===== config.mk =====
export PLATFORM = sky130hd
export DESIGN_NAME = uart_tx_param_flat
export DESIGN_NICKNAME = d
export VERILOG_FILES = /design/src/rtl/uart_pkg.sv /design/src/rtl/uart_tx_param_if.sv /design/src/rtl/uart_tx_fifo.sv /design/src/rtl/uart_tx_param.sv /design/src/flat_wrapper.sv
export SDC_FILE = /design/constraint.sdc
export NUM_CORES = 1
export LEC_CHECK = 0
export CORE_UTILIZATION = 60
export DETAILED_ROUTE_END_ITERATION = 10
export PLACE_DENSITY_LB_ADDON = 0.12
export SLEW_MARGIN = 20
export SYNTH_ARGS = -nofsm -noshare
export SYNTH_HDL_FRONTEND = slang
export SYNTH_SLANG_ARGS = --single-unit
export TNS_END_PERCENT = 30

===== constraint.sdc =====
create_clock -name UART_CLK -period 4.7 [get_ports UART_CLK]
set_input_delay 0.705 -clock UART_CLK [delete_from_list [all_inputs] [get_ports UART_CLK]]
set_output_delay 0.705 -clock UART_CLK [all_outputs]
set_load 0.01 [all_outputs]

===== src/rtl/uart_pkg.sv =====
// rtl/uart_pkg.sv - shared FSM states and line/parity constants for the UART transmitter
package uart_pkg;

    typedef enum logic [2:0] {
        IDLE,
        START,
        DATA,
        PARITY,
        STOP1,
        STOP2
    } uart_state_e;

    localparam logic PAR_EVEN  = 1'b0;
    localparam logic PAR_ODD   = 1'b1;
    localparam logic LINE_IDLE = 1'b1;

endpackage


===== src/rtl/uart_tx_param_if.sv =====
// rtl/uart_tx_param_if.sv - payload push handshake between a producer and the UART transmitter
interface uart_tx_param_if #(
    parameter int DATA_WIDTH = 8
);
    logic [DATA_WIDTH-1:0] TX_DATA;
    logic                  TX_VALID;
    logic                  TX_READY;

    modport master (output TX_DATA, output TX_VALID, input TX_READY);
    modport slave  (input TX_DATA, input TX_VALID, output TX_READY);
endinterface


===== src/rtl/uart_tx_fifo.sv =====
// rtl/uart_tx_fifo.sv - synchronous input FIFO with registered occupancy count
module uart_tx_fifo #(
    parameter int DATA_WIDTH = 8,
    parameter int FIFO_DEPTH = 4
) (
    input  logic                            clk_i,
    input  logic                            rst_i,
    input  logic                            push_i,
    input  logic [DATA_WIDTH-1:0]           wdata_i,
    input  logic                            pop_i,
    output logic [DATA_WIDTH-1:0]           rdata_o,
    output logic [$clog2(FIFO_DEPTH+1)-1:0] count_o,
    output logic                            full_o,
    output logic                            empty_o
);
    localparam int AW = $clog2(FIFO_DEPTH);
    localparam int CW = $clog2(FIFO_DEPTH + 1);

    logic [DATA_WIDTH-1:0] mem_q [FIFO_DEPTH];
    logic [AW-1:0]         wr_ptr_q;
    logic [AW-1:0]         rd_ptr_q;
    logic [CW-1:0]         count_q;
    logic                  push_ok;
    logic                  pop_ok;

    assign full_o  = (count_q == CW'(FIFO_DEPTH));
    assign empty_o = (count_q == '0);
    assign push_ok = push_i && !full_o;
    assign pop_ok  = pop_i && !empty_o;
    assign rdata_o = mem_q[rd_ptr_q];
    assign count_o = count_q;

    always_ff @(posedge clk_i) begin
        if (push_ok) begin
            mem_q[wr_ptr_q] <= wdata_i;
        end
    end

    // Depth is a power of two, so the pointers wrap by plain overflow.
    always_ff @(posedge clk_i) begin
        if (rst_i) begin
            wr_ptr_q <= '0;
            rd_ptr_q <= '0;
            count_q  <= '0;
        end else begin
            if (push_ok) wr_ptr_q <= wr_ptr_q + AW'(1);
            if (pop_ok)  rd_ptr_q <= rd_ptr_q + AW'(1);
            case ({push_ok, pop_ok})
                2'b10:   count_q <= count_q + CW'(1);
                2'b01:   count_q <= count_q - CW'(1);
                default: count_q <= count_q;
            endcase
        end
    end
endmodule


===== src/rtl/uart_tx_param.sv =====
// rtl/uart_tx_param.sv - buffered UART serialiser with per-frame bit period and stop count
// Parity bit and PAR_EN/PAR_TYP ports are built only when UART_TX_PARITY_EN is defined.
module uart_tx_param #(
    parameter int DATA_WIDTH     = 8,
    parameter int PRESCALE_WIDTH = 6,
    parameter int FIFO_DEPTH     = 4
) (
    input  logic                            UART_CLK,
    input  logic                            RST,
    uart_tx_param_if.slave                  s_if,
    input  logic [PRESCALE_WIDTH-1:0]       PRESCALE,
    input  logic                            STOP2,
`ifdef UART_TX_PARITY_EN
    input  logic                            PAR_EN,
    input  logic                            PAR_TYP,
`endif
    output logic                            TX_OUT,
    output logic                            BUSY,
    output logic [$clog2(FIFO_DEPTH+1)-1:0] FIFO_COUNT
);
    import uart_pkg::*;

    localparam int BW = $clog2(DATA_WIDTH);
    localparam int PW = PRESCALE_WIDTH;

    uart_state_e           state_q;
    logic [DATA_WIDTH-1:0] shreg_q;
    logic [BW-1:0]         bit_cnt_q;
    logic [PW-1:0]         timer_q;
    logic [PW-1:0]         n_m1_q;
    logic [PW-1:0]         n_m1_d;
    logic                  stop2_q;
    logic                  tx_out_q;
    logic                  busy_q;
`ifdef UART_TX_PARITY_EN
    logic                  par_en_q;
    logic                  par_bit_q;
    logic                  par_bit_d;
`endif

    logic [DATA_WIDTH-1:0] fifo_rdata;
    logic                  fifo_full;
    logic                  fifo_empty;
    logic                  bit_end;
    logic                  last_stop;
    logic                  pop;

    uart_tx_fifo #(
        .DATA_WIDTH (DATA_WIDTH),
        .FIFO_DEPTH (FIFO_DEPTH)
    ) u_fifo (
        .clk_i   (UART_CLK),
        .rst_i   (RST),
        .push_i  (s_if.TX_VALID),
        .wdata_i (s_if.TX_DATA),
        .pop_i   (pop),
        .rdata_o (fifo_rdata),
        .count_o (FIFO_COUNT),
        .full_o  (fifo_full),
        .empty_o (fifo_empty)
    );

    assign s_if.TX_READY = !fifo_full;
    assign TX_OUT        = tx_out_q;
    assign BUSY          = busy_q;

    // The timer holds N-1 so a zero prescale degenerates to one cycle per bit.
    assign n_m1_d    = (PRESCALE == '0) ? '0 : PRESCALE - PW'(1);
    assign bit_end   = (timer_q == n_m1_q);
    assign last_stop = bit_end && (((state_q == STOP1) && !stop2_q) || (state_q == uart_pkg::STOP2));
    assign pop       = !fifo_empty && ((state_q == IDLE) || last_stop);
`ifdef UART_TX_PARITY_EN
    assign par_bit_d = (^fifo_rdata) ^ (PAR_TYP == PAR_ODD);
`endif

    always_ff @(posedge UART_CLK) begin
        if (RST) begin
            state_q   <= IDLE;
            shreg_q   <= '0;
            bit_cnt_q <= '0;
            timer_q   <= '0;
            n_m1_q    <= '0;
            stop2_q   <= 1'b0;
            tx_out_q  <= LINE_IDLE;
            busy_q    <= 1'b0;
`ifdef UART_TX_PARITY_EN
            par_en_q  <= 1'b0;
            par_bit_q <= 1'b0;
`endif
        end else if (pop) begin
            shreg_q   <= fifo_rdata;
            n_m1_q    <= n_m1_d;
            stop2_q   <= STOP2;
`ifdef UART_TX_PARITY_EN
            par_en_q  <= PAR_EN;
            par_bit_q <= par_bit_d;
`endif
            timer_q   <= '0;
            bit_cnt_q <= '0;
            state_q   <= START;
            tx_out_q  <= 1'b0;
            busy_q    <= 1'b1;
        end else if (state_q == IDLE) begin
            timer_q  <= '0;
            tx_out_q <= LINE_IDLE;
            busy_q   <= 1'b0;
        end else if (!bit_end) begin
            timer_q <= timer_q + PW'(1);
        end else begin
            timer_q <= '0;
            case (state_q)
                START: begin
                    tx_out_q  <= shreg_q[0];
                    shreg_q   <= shreg_q >> 1;
                    bit_cnt_q <= '0;
                    state_q   <= DATA;
                end
                DATA: begin
                    if (bit_cnt_q == BW'(DATA_WIDTH - 1)) begin
`ifdef UART_TX_PARITY_EN
                        if (par_en_q) begin
                            tx_out_q <= par_bit_q;
                            state_q  <= PARITY;
                        end else begin
                            tx_out_q <= LINE_IDLE;
                            state_q  <= STOP1;
                        end
`else
                        tx_out_q <= LINE_IDLE;
                        state_q  <= STOP1;
`endif
                    end else begin
                        tx_out_q  <= shreg_q[0];
                        shreg_q   <= shreg_q >> 1;
                        bit_cnt_q <= bit_cnt_q + BW'(1);
                    end
                end
`ifdef UART_TX_PARITY_EN
                PARITY: begin
                    tx_out_q <= LINE_IDLE;
                    state_q  <= STOP1;
                end
`endif
                STOP1: begin
                    tx_out_q <= LINE_IDLE;
                    if (stop2_q) begin
                        state_q <= uart_pkg::STOP2;
                    end else begin
                        state_q <= IDLE;
                        busy_q  <= 1'b0;
                    end
                end
                default: begin
                    tx_out_q <= LINE_IDLE;
                    state_q  <= IDLE;
                    busy_q   <= 1'b0;
                end
            endcase
        end
    end
endmodule


===== src/flat_wrapper.sv =====
// flat-port wrapper written by rule: the top's interface ports become plain ports
module uart_tx_param_flat import uart_pkg::*;
#(
    parameter int DATA_WIDTH     = 8,
    parameter int PRESCALE_WIDTH = 6,
    parameter int FIFO_DEPTH     = 4
)
  (UART_CLK, RST, PRESCALE, STOP2, TX_OUT, BUSY, FIFO_COUNT, s_if_TX_DATA, s_if_TX_VALID, s_if_TX_READY);
  uart_tx_param_if #(.DATA_WIDTH(DATA_WIDTH)) s_if_i ();
  input  logic UART_CLK;
  input  logic RST;
  input  logic [PRESCALE_WIDTH-1:0] PRESCALE;
  input  logic STOP2;
  output logic TX_OUT;
  output logic BUSY;
  output logic [$clog2(FIFO_DEPTH+1)-1:0] FIFO_COUNT;
  input wire logic [$bits(s_if_i.TX_DATA)-1:0] s_if_TX_DATA;
  input wire logic [$bits(s_if_i.TX_VALID)-1:0] s_if_TX_VALID;
  output wire logic [$bits(s_if_i.TX_READY)-1:0] s_if_TX_READY;
  assign s_if_i.TX_DATA = s_if_TX_DATA;
  assign s_if_i.TX_VALID = s_if_TX_VALID;
  assign s_if_TX_READY = s_if_i.TX_READY;
  uart_tx_param #(.DATA_WIDTH(DATA_WIDTH), .PRESCALE_WIDTH(PRESCALE_WIDTH), .FIFO_DEPTH(FIFO_DEPTH)) u_core (.UART_CLK(UART_CLK), .RST(RST), .s_if(s_if_i), .PRESCALE(PRESCALE), .STOP2(STOP2), .TX_OUT(TX_OUT), .BUSY(BUSY), .FIFO_COUNT(FIFO_COUNT));
endmodule

==> metrics.csv <==
stage,metric,value,unit
run_status,status,"finished, final reports clean",
critical_path,CP startpoint kind,flop,
timing,PnR worst setup slack,1.59,ns
global_routing,gr ovfl total,0,
timing,worst-margin pin slew,0.761,ns
power_and_ir_drop,switching share of power,33.5,%
detailed_routing,iteration-0 DRC count of the detailed router,49,
clocking,htree depth,3,
die,initial core utilization,62.6,%
logic_synthesis,sequential area share after synthesis,53.8,%
timing,setup TNS,0,ns
critical_path,"Max FO, Critical Path",13,
global_routing,initial antenna violation count,0,
clocking,CTS root buf,clkbuf_8,
die,DIE WIDTH,75.0,um
timing,unrepaired setup endpoints after global routing,false,
timing,FMAX,322,MHz
logic_synthesis,cell count after synthesis,272,
timing,Slew headroom,49.2,%
place,Port Buffer Count,23,
die,Die ar.,5630,um2
timing,period utilization,66.1,%
clocking,CTS clock-pin slew for the worst setup and hold paths,0.07,ns
logic_synthesis,synthesized cell area,3200,um2
logic_synthesis,top-count cell post-synth,dfxtp_1,
timing,Final setup viols,0,
layout,nets,324,
hold_path,HP Class,reg -> reg,
layout,Area Growth Syn to Fin,16.3,%
logic_synthesis,Yosys reg bits,70,
logic_synthesis,Mapped Nets,300,
timing,skew final,0.0117,ns
clocking,clk sink count,70,
place,dpl cell area,3470,um2
die,num rows,26,
global_routing,largest net degree at the start of global routing,22,
power_and_ir_drop,clock power share,25.9,%
logic_synthesis,Post-synth EDFFs,32,
logic_synthesis,most frequent cells after synthesis,"dfxtp_1 (38), edfxtp_1 (32), a21oi_1 (23), nor2_1 (17)",
clocking,Post-CTS Setup Inserts,0,
power_and_ir_drop,Reg power frac,37.2,%
detailed_routing,DRT Wirelength,5630,um
detailed_routing,drt first pass iters,4,
logic_synthesis,syn_area_per_cell,11.8,um2
power_and_ir_drop,Pleak,0.00137,uW
global_routing,global-route wire length before repair,9140,um
timing,Max Slew Vio Count,0,
timing,clock period minus worst slack,3.11,ns
layout,final core utilization,72.8,%
logic_synthesis,synth warn,0,
detailed_routing,wire length per cell,15.2,um
power_and_ir_drop,Int Pwr,1520,uW
layout,fin area,3720,um2
flow_run,Max Cap Viol,0,
power_and_ir_drop,worst vdd rail ir drop,0.330,mV
critical_path,Crit path required time,4.97,ns
die,# IOs,24,
global_routing,total global routing track utilization,22.5,%
logic_synthesis,Synth area leader,edfxtp_1,
clocking,CTS buffer count,9,
logic_synthesis,"Top FF cell, synth",dfxtp_1,
detailed_routing,DR vias/cell,5.67,
place,DP HPWL,3920,um
die,Die Y,75.0,um
clocking,Post-CTS Hold Buffers,0,
critical_path,Critical Path AT,3.37,ns
place,Post-Place Worst Slack,1.66,ns
power_and_ir_drop,Gate power share,36.9,%
logic_synthesis,Synth area leaders,"edfxtp_1 (30%), dfxtp_1 (24%), mux4_2 (5.6%), a21oi_1 (3.6%), ha_1 (3.5%)",
layout,share of cells above drive strength 1,12.6,%
detailed_routing,post-route ant nets,0,
detailed_routing,residual DRC count,0,
critical_path,Setup crit end kind,flop,
place,final RePlAce weighted congestion,0.854,
clocking,clk_lat worst skew,0.33,ns
power_and_ir_drop,PD cells,613,nW/um2
clocking,deepest clock path buffer count,2,
clocking,CTS tree,yes,
layout,Antenna diodes,0,
timing,Fin. Hold Viols,0,
die,core area,5110,um2
logic_synthesis,ys async rst share,0,%
critical_path,crit path kind,reg -> reg,
global_routing,number of global-route vias before repair,1997,
detailed_routing,total number of vias,2102,
logic_synthesis,Synth cell types,45,
clocking,# resized after CTS,0,
power_and_ir_drop,Psw,763,uW
logic_synthesis,Synth top area share,30.0,%
## cells in the final DEF, fill, tap and decap left out, types with 4 or more instances in the layout
cell type / n
xnor2_1: 4
nand3_1: 8
nor3_1: 10
edfxtp_1: 32
clkdlybuf4s50_1: 23
nand2b_1: 4
dfxtp_1: 38
nor2b_1: 5
mux4_2: 8
nor2_1: 17
inv_1: 11
nand2_1: 7
a211oi_1: 4
clkbuf_8: 11
mux2_2: 4
mux2i_1: 11
xor2_1: 10
o21ai_0: 11
ha_1: 9
or3_1: 8
a21oi_1: 23
and3_1: 7
## logic make-up (layout without fill, tap and decap cells)
family | count (synthesis) | in the layout | share of synthesized area, %
and+or+nand+nor | 81 | 81 | 14.8
DFF | 70 | 70 | 53.8
AOI/OAI and AO/OA | 49 | 49 | 9.35
buffers and inverters | 25 | 54 | 3.56
muxes | 23 | 23 | 10.5
xor gates and xnor gates | 14 | 14 | 3.83
adders and majority gates | 10 | 10 | 4.15
## through the flow
stage          std cells  power, uW  hold slack (ns)
2_1_floorplan        272       1500            0.443
3_3_place_gp         355       1680            0.453
3_5_place_dp         355       1700            0.457
4_1_cts              371       2290            0.473
5_1_grt              371       2430            0.486
6_report             371       2280            0.469
## worst max-delay path, cell delays in order, from the launching register on
cell and delay (ns):
dfxtp_1 0.34, xor2_1 0.17, nor4_4 0.40, a21bo_2 0.37
nand2_1 0.21, inv_2 0.23, ha_1 0.23, inv_1 0.07
fa_1 0.39, xor2_1 0.18, or3_1 0.31, a21oi_1 0.13
## flip-flops by register name, indices dropped and copies added, names as in the netlist, named ones only
register / flops
u_core.BUSY: 1
u_core.u_fifo.wr_ptr_q: 2
u_core.u_fifo.mem_q: 32
u_core.u_fifo.count_o: 3
u_core.u_fifo.rd_ptr_q: 2
u_core.timer_q: 6
u_core.stop2_q: 1
u_core.bit_cnt_q: 3
u_core.n_m1_q: 6
u_core.TX_OUT: 1
u_core.state_q: 3
u_core.shreg_q: 8
## area by class of cell
class                      count  area, um2
sequential                    70       1720
fill                         381       1390
multi-input combinational    177       1360
timing repair buffer          26        253
clock buffer                  13        159
clock inverter                 3       90.1
tap                           70       87.6
inverter                      12       45.0
## path summary, 6_finish.rpt
check,slack (ns),cells after the start,startpoint,to
setup reg to reg,1.59,11,u_core.timer_q[2],u_core.u_fifo.count_o[2]
hold reg to reg,0.47,1,u_core.TX_OUT,u_core.TX_OUT
setup / recovery,1.59,11,u_core.timer_q[2],u_core.u_fifo.count_o[2]
hold / removal,0.47,1,u_core.TX_OUT,u_core.TX_OUT
## power groups by stage
stage,combinational [uW],clock (uW),sequential [uW]
after global routing,939,622,867
after CTS,845,598,850
after global placement,822,0,857
after detailed placement,836,0,862
after floorplan,673,0,826
final,841,591,849
## routing by layer
layer  part of all wire [%]  up-vias  track usage [%]  wire [um]
li1                       -     1042                -          -
met1                     47     1011             29.7       2660
met2                     48       36             36.3       2690
met3                    3.1       13             5.22        177
met4                    1.7        0             9.01         97
met5                      0        -                0          0
(Power assumes the default switching activity.)
